===== config.mk =====
export PLATFORM = sky130hd
export DESIGN_NAME = chi_txflit_rd_arb
export DESIGN_NICKNAME = d
export VERILOG_FILES = /design/src/rtl/chi_txflit_rd_arb.sv
export SDC_FILE = /design/constraint.sdc
export NUM_CORES = 1
export LEC_CHECK = 0
export ABC_AREA = 1
export BUFFER_PORTS_ARGS = -buffer_cell sky130_fd_sc_hd__buf_2
export CORE_AREA = 2 2 215 217
export DETAILED_ROUTE_END_ITERATION = 16
export DIE_AREA = 0 0 217 219
export GPL_ROUTABILITY_DRIVEN = 1
export PLACE_DENSITY = 0.5
export SYNTH_ARGS = -nofsm -noshare
export SYNTH_HDL_FRONTEND = slang
export SYNTH_SLANG_ARGS = --single-unit
export TNS_END_PERCENT = 30

===== constraint.sdc =====
create_clock -name clk_i -period 10.5 [get_ports clk_i]
set_input_delay 1.05 -clock clk_i [delete_from_list [all_inputs] [get_ports clk_i]]
set_output_delay 1.05 -clock clk_i [all_outputs]
set_load 0.005 [all_outputs]

===== src/rtl/chi_txflit_rd_arb.sv =====
// Round-robin share of one flit-RAM read port among NUM_CH CHI TX channels.
// Grant registered one clock after request; data returned RD_LAT+1 clocks after the RAM strobe.
module chi_txflit_rd_arb #(
  parameter int NUM_CH = 3,
  parameter int CH_W   = 2,
  parameter int ADDR_W = 4,
  parameter int DATA_W = 256,
  parameter int RD_LAT = 2
) (
  input  logic                     clk_i,
  input  logic                     rst_i,
  input  logic [NUM_CH-1:0]        ch_rd_req_i,
  input  logic [NUM_CH*ADDR_W-1:0] ch_rd_addr_i,
  input  logic [NUM_CH-1:0]        ch_clear_i,
  output logic [NUM_CH-1:0]        ch_rd_valid_o,
  output logic [DATA_W-1:0]        ch_rd_data_o,
  output logic [NUM_CH-1:0]        ch_busy_o,
  output logic                     mem_rd_en_o,
  output logic [CH_W+ADDR_W-1:0]   mem_rd_addr_o,
  input  logic [DATA_W-1:0]        mem_rd_data_i,
  output logic                     err_overrun_o
);

  logic [NUM_CH-1:0]             pend_q, pend_d;
  logic [NUM_CH-1:0][ADDR_W-1:0] addr_q, addr_d;
  logic [CH_W-1:0]               ptr_q, ptr_d;
  logic                          mem_en_q;
  logic [CH_W+ADDR_W-1:0]        mem_addr_q, mem_addr_d;
  logic                          pipe_vld_q [RD_LAT];
  logic [CH_W-1:0]               pipe_ch_q  [RD_LAT];
  logic [NUM_CH-1:0]             valid_q, valid_d;
  logic [DATA_W-1:0]             data_q;
  logic                          err_q, err_d;

  logic [NUM_CH-1:0]             old_v, elig, gnt_oh;
  logic [NUM_CH-1:0][ADDR_W-1:0] sel_addr;
  logic                          gnt_vld;
  logic [CH_W-1:0]               gnt_idx;
  logic [CH_W:0]                 scan_idx;
  logic [CH_W-1:0]               mem_ch, tail_ch;
  logic                          tail_vld;

  assign mem_ch   = mem_addr_q[ADDR_W +: CH_W];
  assign tail_vld = pipe_vld_q[RD_LAT-1];
  assign tail_ch  = pipe_ch_q[RD_LAT-1];

  // A clear only drops the stored request; a same-cycle new request stays eligible.
  always_comb begin
    old_v    = '0;
    elig     = '0;
    sel_addr = '0;
    for (int i = 0; i < NUM_CH; i++) begin
      old_v[i]    = pend_q[i] & ~ch_clear_i[i];
      elig[i]     = old_v[i] | ch_rd_req_i[i];
      sel_addr[i] = old_v[i] ? addr_q[i] : ch_rd_addr_i[i*ADDR_W +: ADDR_W];
    end
  end

  // Scan downward so the closest eligible channel at/after the pointer wins last.
  always_comb begin
    gnt_vld  = 1'b0;
    gnt_idx  = '0;
    scan_idx = '0;
    for (int k = NUM_CH-1; k >= 0; k--) begin
      scan_idx = {1'b0, ptr_q} + (CH_W+1)'(k);
      if (scan_idx >= (CH_W+1)'(NUM_CH))
        scan_idx = scan_idx - (CH_W+1)'(NUM_CH);
      if (elig[scan_idx[CH_W-1:0]]) begin
        gnt_vld = 1'b1;
        gnt_idx = scan_idx[CH_W-1:0];
      end
    end
  end

  always_comb begin
    gnt_oh = '0;
    pend_d = '0;
    addr_d = addr_q;
    err_d  = err_q;
    for (int i = 0; i < NUM_CH; i++) begin
      gnt_oh[i] = gnt_vld && (gnt_idx == CH_W'(i));
      pend_d[i] = gnt_oh[i] ? (old_v[i] & ch_rd_req_i[i]) : (old_v[i] | ch_rd_req_i[i]);
      if (ch_rd_req_i[i] && (!old_v[i] || gnt_oh[i]))
        addr_d[i] = ch_rd_addr_i[i*ADDR_W +: ADDR_W];
      if (old_v[i] && ch_rd_req_i[i] && !gnt_oh[i])
        err_d = 1'b1;
    end
    ptr_d      = ptr_q;
    mem_addr_d = mem_addr_q;
    if (gnt_vld) begin
      ptr_d      = (gnt_idx == CH_W'(NUM_CH-1)) ? '0 : gnt_idx + 1'b1;
      mem_addr_d = {gnt_idx, sel_addr[gnt_idx]};
    end
    valid_d = '0;
    for (int i = 0; i < NUM_CH; i++)
      valid_d[i] = tail_vld && (tail_ch == CH_W'(i));
  end

  always_ff @(posedge clk_i or posedge rst_i) begin
    if (rst_i) begin
      pend_q     <= '0;
      addr_q     <= '0;
      ptr_q      <= '0;
      mem_en_q   <= 1'b0;
      mem_addr_q <= '0;
      for (int k = 0; k < RD_LAT; k++) begin
        pipe_vld_q[k] <= 1'b0;
        pipe_ch_q[k]  <= '0;
      end
      valid_q    <= '0;
      data_q     <= '0;
      err_q      <= 1'b0;
    end else begin
      pend_q        <= pend_d;
      addr_q        <= addr_d;
      ptr_q         <= ptr_d;
      mem_en_q      <= gnt_vld;
      mem_addr_q    <= mem_addr_d;
      pipe_vld_q[0] <= mem_en_q;
      pipe_ch_q[0]  <= mem_ch;
      for (int k = 1; k < RD_LAT; k++) begin
        pipe_vld_q[k] <= pipe_vld_q[k-1];
        pipe_ch_q[k]  <= pipe_ch_q[k-1];
      end
      valid_q       <= valid_d;
      if (tail_vld)
        data_q <= mem_rd_data_i;
      err_q         <= err_d;
    end
  end

  always_comb begin
    ch_busy_o = pend_q | valid_q;
    for (int i = 0; i < NUM_CH; i++) begin
      if (mem_en_q && (mem_ch == CH_W'(i)))
        ch_busy_o[i] = 1'b1;
      for (int k = 0; k < RD_LAT; k++)
        if (pipe_vld_q[k] && (pipe_ch_q[k] == CH_W'(i)))
          ch_busy_o[i] = 1'b1;
    end
  end

  assign ch_rd_valid_o = valid_q;
  assign ch_rd_data_o  = data_q;
  assign mem_rd_en_o   = mem_en_q;
  assign mem_rd_addr_o = mem_addr_q;
  assign err_overrun_o = err_q;

endmodule


== Word level (Yosys, flattened, before mapping) ==
Index checks and enable logic that the tools add are counted.

* Bitwise gates (word level): 13
* Multiplexer cells: 36
* Equal/unequal tests: 8
* Order comparisons: 7
* $add $sub $neg: 6
* Reductions and logical operators: 35

{| class="wikitable"
|+ Operators with widths
! operator !! count
|-
| logical AND 1 bit || 21
|-
| 2-to-1 mux 1 bit || 21
|-
| 2-to-1 mux 4 bit || 4
|-
| 2-to-1 mux 2 bit || 7
|-
| < comparator 2 x 3 -> 1 bit (second input constant) || 4
|-
| binary-select mux 4 bit (select 2 bit) || 1
|-
| == test 2 x 1 -> 1 bit (second input constant) || 4
|-
| == test 2 bit (second input constant) || 4
|-
| logical NOT 2 bit || 4
|-
| bitwise AND 1 bit || 6
|-
| binary-select mux 1 bit (select 2 bit) || 3
|-
| >= comparator 3 x 2 -> 1 bit (second input constant) || 2
|-
| logical NOT 1 bit || 6
|-
| subtractor 2 bit (second input constant) || 3
|-
| adder 2 x 1 -> 3 bit (second input constant) || 1
|-
| adder 2 x 2 -> 3 bit (second input constant) || 1
|-
| logical OR 1 bit || 3
|-
| inverter 1 bit || 3
|-
| OR 1 bit || 3
|-
| OR 3 bit || 1
|-
| nonzero test 3 bit || 1
|-
| adder 2 x 1 -> 2 bit (second input constant) || 1
|-
| >= comparator 2 bit (second input constant) || 1
|}

* Bits in registers: 290
* Output and inout port bits: 270
* Bits of input ports: 276
* Logic and storage cells: 119

== Depth between registers and ports, before layout ==
* Word-level depth: 15
* Depth in mapped cells: 14
* Depth with buffers taken out: 14

== Worst setup path after synthesis ==
OpenSTA, ideal clock, no wires.

* Path kind: input to register
* Start point: input port ch_clear_i[1]
* End point: register addr_q[0] (netlist name)
* Library setup time: 116 ps
* Stages on the path: 13
* Buffers on the path: 0
* Data required time: 10384 ps
* Data arrival time: 2052 ps
* Path slack: 8331 ps
* Path through: inv_1 -> nand2_4 -> nand3_2 -> nand3_4 -> nand2_4 -> inv_2 -> nand2_4 -> nand2_4 -> nand3_4 -> nand2_4 -> nand2_2 -> nand2_1 -> nand2_1

* Word-level cells in the longest chain between the ends: 12
* Elaborated cells on any way between the ends: 19
* Classes of those cells: 12 x mux; 3 x bitwise; 4 x reduce/logical

{| class="wikitable"
|+ RTL lines
! element !! line !! text
|-
| from (decl) || 14 || <nowiki>input logic [NUM_CH-1:0] ch_clear_i,</nowiki>
|-
| inverter 1 bit * || 53 || <nowiki>old_v[i] = pend_q[i] & ~ch_clear_i[i];</nowiki>
|-
| bitwise AND 1 bit * || 53 ||
|-
| OR 1 bit * || 54 || <nowiki>elig[i] = old_v[i] | ch_rd_req_i[i];</nowiki>
|-
| binary-select mux 1 bit (select 2 bit) || 68 || <nowiki>if (elig[scan_idx[CH_W-1:0]]) begin</nowiki>
|-
| 2-to-1 mux 1 bit (not written as such) || 68 ||
|-
| 2-to-1 mux 2 bit (3 in series) || 68 ||
|-
| logical NOT 2 bit || 81 || <nowiki>gnt_oh[i] = gnt_vld && (gnt_idx == CH_W'(i));</nowiki>
|-
| logical AND 1 bit * || 81 ||
|-
| logical OR 1 bit * || 83 || <nowiki>if (ch_rd_req_i[i] && (!old_v[i] || gnt_oh[i]))</nowiki>
|-
| logical AND 1 bit * || 83 ||
|-
| to (signal assigned) || 115 || <nowiki>addr_q <= addr_d;</nowiki>
|-
| to (decl) || 25 || <nowiki>logic [NUM_CH-1:0][ADDR_W-1:0] addr_q, addr_d;</nowiki>
|}

Mark *: on every way between the ends. The rest lies on a longest branch, timed or not. The select of a mux whose other input is x is not followed.
A chain may end at the register's enable or synchronous reset.

== Worst setup path after layout ==
* Start point: register pipe_vld_q, in the netlist tail_vld
* End point: output port ch_busy_o[1]

* Word-level cells in the longest chain between the ends: 2

{| class="wikitable"
|+ RTL lines
! element !! line !! text
|-
| from (decl) || 29 || <nowiki>logic pipe_vld_q [RD_LAT];</nowiki>
|-
| from (signal, indexed assignment) || 122 || <nowiki>pipe_vld_q[k] <= pipe_vld_q[k-1];</nowiki>
|-
| logical AND 1 bit || -- ||
|-
| via valid_d[1] || 31 || <nowiki>logic [NUM_CH-1:0] valid_q, valid_d;</nowiki>
|-
| 2-to-1 mux 1 bit || 138 || <nowiki>if (pipe_vld_q[k] && (pipe_ch_q[k] == CH_W'(i)))</nowiki>
|-
| to (decl) || 17 || <nowiki>output logic [NUM_CH-1:0] ch_busy_o,</nowiki>
|}

The timed path passes the listed nets, and every way through them passes these cells.

==> impl_metrics.yaml <==
clock_tree:
  cts_tree: "yes"
  clock-sinks: 290
  cts.path.max_buffers: 3
  cts_max_level: 2
  cts-resized-gates: 0
  clock_latency_ns: 0.51
  cts_made_buffers: 34
  clk_pin_slew_ns: 0.05
  cts_hold_buf: 0
  cts-root-buf: "clkbuf_16"
  postCtsSetupBuffers: 0
floorplan:
  die_w_um: 217
  start_util: 0.253
  die_h_um: 219
  dieArea_um2: 47500
  fp.coreArea_um2: 45100
  rows: 78
  top_level_ports: 546
worst_setup_path:
  cp.required_ns: 9.45
  rr_startpoint: "tail_vld$_DFF_PP0_"
  setup.worst_path.end_class: "output pin"
  crit_chain: "inv_8, nor3_1, or4_1, buf_2"
  crit_family: "flip-flops"
  r2r_cells: 5
  crit_slowest_cell: "dfrtp_4"
  crit_fanout: 81
  critPathBufInv: 2
  critPathKind: "reg -> out"
  start_kind: "flip-flop"
  r2r_setup_slack_ns: 7.15
  max_stage_delay_ns: 0.73
  rr_endpoint: "ch_rd_data_o[201]$_DFFE_PP0P_"
  critPathArrivalTime_ns: 2.42
logic_synthesis:
  ys_ff_latch: 290
  synth-xor-area-share: 0
  syn_nets: 1592
  yosysSeqAreaShare: 0.636
  postSynthAreaPerCell_um2: 8.68
  synthesis.area_um2: 11400
  synthAdderAreaFrac: 0.00219
  syn_inst: 1314
  synthDistinctLibCells: 31
  synthMuxAreaShare: 0
  synth_top_family_by_area: "simple AND/OR/NAND/NOR gates"
  synth_compound_area_frac: 0.0158
  yosysWarnings: 0
  synthSimpleGateAreaFrac: 0.313
timing:
  drv_slew: 0
  min_period_ns: 3.47
  max_freq_mhz: 288
  tightest_slew_ns: 0.966
  whs_ns: 0.401
  clock_skew_ns: 0.0112
  finalHoldViolations: 0
  setup_viol: 0
  tns_ns: 0
  rsz0062_at_grt: "false"
  max_slew_margin: 0.356
  post-route-period-util: 0.330
placement:
  gp_congestion: 0.839
  dp_cells: 2407
  port_buffers: 545
  dpl_cell_area_um2: 14700
  dpl.hpwl_um: 26600
power:
  power.switching_mw: 1.31
  p_per_area_nw_per_um2: 244
  ir_worst_vdd_mv: 0.141
  internal-power_mw: 2.58
  pwr-share-clk: 0.316
  p_leak_nw: 9.01
  combPwrFrac: 0.282
  seqPwrFrac: 0.402
  p_sw_frac: 0.336
route:
  drc: 0
  antenna_left: 0
  num_vias: 10200
  wl_per_cell_um: 14.9
  firstDrtPassIters: 5
  totalWireLength_um: 36700
  routed_via_density: 4.14
  drt-initial-drc-count: 614
hold_path:
  whs_endpoint: "tail_ch[1]$_DFF_PP0_"
  min_path_cells: 0
  hold_start: "pipe_ch_q[3]$_DFF_PP0_"
  worstHoldPathType: "reg -> reg"
final_layout:
  stdcell_count: 2474
  final_area_um2: 15900
  n_fill_cell: 4816
  drive_gt1_frac: 0.343
  multi_input_area_um2: 3770
  seq_area_um2: 7260
  syn_to_final_growth_pct: 39.7
  nets: 2121
grt:
  grt_pass1_wl_um: 56300
  grt_max_degree: 201
  grt_usage: 0.149
  grt_pass1_vias: 10100
  antenna_found_initial: 5
  grt-ovfl-total: 0
outcome:
  status: "finished, final reports clean"
job:
  cap_violations: 0
-- worst register-to-register path: cells and delay by family, from the launching register on --
kind	cells	cell delay, ns
buffers and inverters	3	2.25
and+or+nand+nor	2	0.30
DFF	1	0.73
-- how the worst max path moves through the flow --
stage	from	end	slack, ns	cells after the start
final	tail_vld$_DFF_PP0_	ch_busy_o[1]	7.03	4
after global routing	tail_vld$_DFF_PP0_	ch_rd_data_o[231]$_DFFE_PP0P_	6.84	5
after CTS	tail_vld$_DFF_PP0_	ch_busy_o[1]	6.92	4
after detailed placement	rst_i	tail_vld$_DFF_PP0_	6.84	4
after global placement	rst_i	tail_vld$_DFF_PP0_	6.83	4
after floorplan	rst_i	addr_q[0]$_DFFE_PP0P_	1.44	1
-- kinds of logic (layout without fill, tap and decap cells) --
family / after synthesis / count (layout)
AO/OA/AOI/OAI: 29 / 29
buffers and inverters: 96 / 651
adder cells (fa/ha/maj): 2 / 2
flip-flops: 290 / 290
AND/OR/NAND/NOR: 897 / 897
other: 0 / 5
-- registers in the layout, indices dropped and copies added, names as in the netlist --
| name | cells |
|---|---|
| ptr_q | 2 |
| ch_rd_valid_o | 3 |
| ch_rd_data_o | 256 |
| mem_rd_addr_o | 6 |
| mem_rd_en_o | 1 |
| pipe_vld_q | 1 |
| tail_ch | 2 |
| tail_vld | 1 |
| pend_q | 3 |
| err_overrun_o | 1 |
| addr_q | 12 |
| pipe_ch_q | 2 |
-- per-layer routing --
layer  wire length (um)  global-route usage  share of wire
met1              15200               0.185           0.41
met2              17800               0.246           0.49
met3               2860              0.0446          0.078
met4                856              0.0546          0.023
met5                 28                   0        0.00076
-- power by group through the flow --
stage | registers (mW) | clock network, mW | logic [mW]
2_1_floorplan | 1.57 | 0 | 0.609
3_3_place_gp | 1.58 | 0 | 1.11
3_5_place_dp | 1.58 | 0 | 1.12
4_1_cts | 1.56 | 1.27 | 1.12
5_1_grt | 1.60 | 1.32 | 1.24
6_report | 1.56 | 1.23 | 1.10
-- placed cells by master, fill, tap and decap left out, types with 5 or more instances in the layout --
master and count:
buf_2 545, buf_4 5, clkbuf_1 7, nand3_1 24, o21ai_0 13, diode_2 5, nand2_4 8, nor2_1 14
inv_1 28, nand2_1 828, clkbuf_16 37, o21ai_1 8, inv_2 6, dfrtp_1 289, clkbuf_8 10
-- Yosys cell counts, drive strengths merged --
cell / count / area share
a21oi: 3 / 0.0016
buf: 4 / 0.0020
clkbuf: 54 / 0.018
clkinv: 1 / 0.00033
dfrtp: 290 / 0.64
ha: 2 / 0.0022
inv: 37 / 0.013
nand2: 839 / 0.28
nand3: 30 / 0.017
nand3b: 5 / 0.0044
nor2: 15 / 0.0052
nor3: 4 / 0.0018
o21a: 2 / 0.0013
o21ai: 24 / 0.013
or2: 3 / 0.0016
or4: 1 / 0.00066
-- area by class of cell --
cell class | count | area share
diodes | 5 | 0.000785
clock buffers | 54 | 0.0684
clock inverters | 8 | 0.00612
inverters | 38 | 0.0104
multi-input cells | 928 | 0.237
flip-flops and latches | 290 | 0.456
well taps | 600 | 0.0471
repair buffers | 551 | 0.175
-- metrics by stage --
stage | power (mW) | setup WS (ns) | utilization
finish | 3.89 | 7.03 | 0.353
global route | 4.16 | 6.84 | 0.353
CTS | 3.96 | 6.92 | 0.353
detailed placement | 2.70 | 6.84 | 0.327
global placement | 2.68 | 6.83 | 0.327
floorplan | 2.18 | 1.44 | -
No activity file was read; power rests on OpenSTA's default activity.
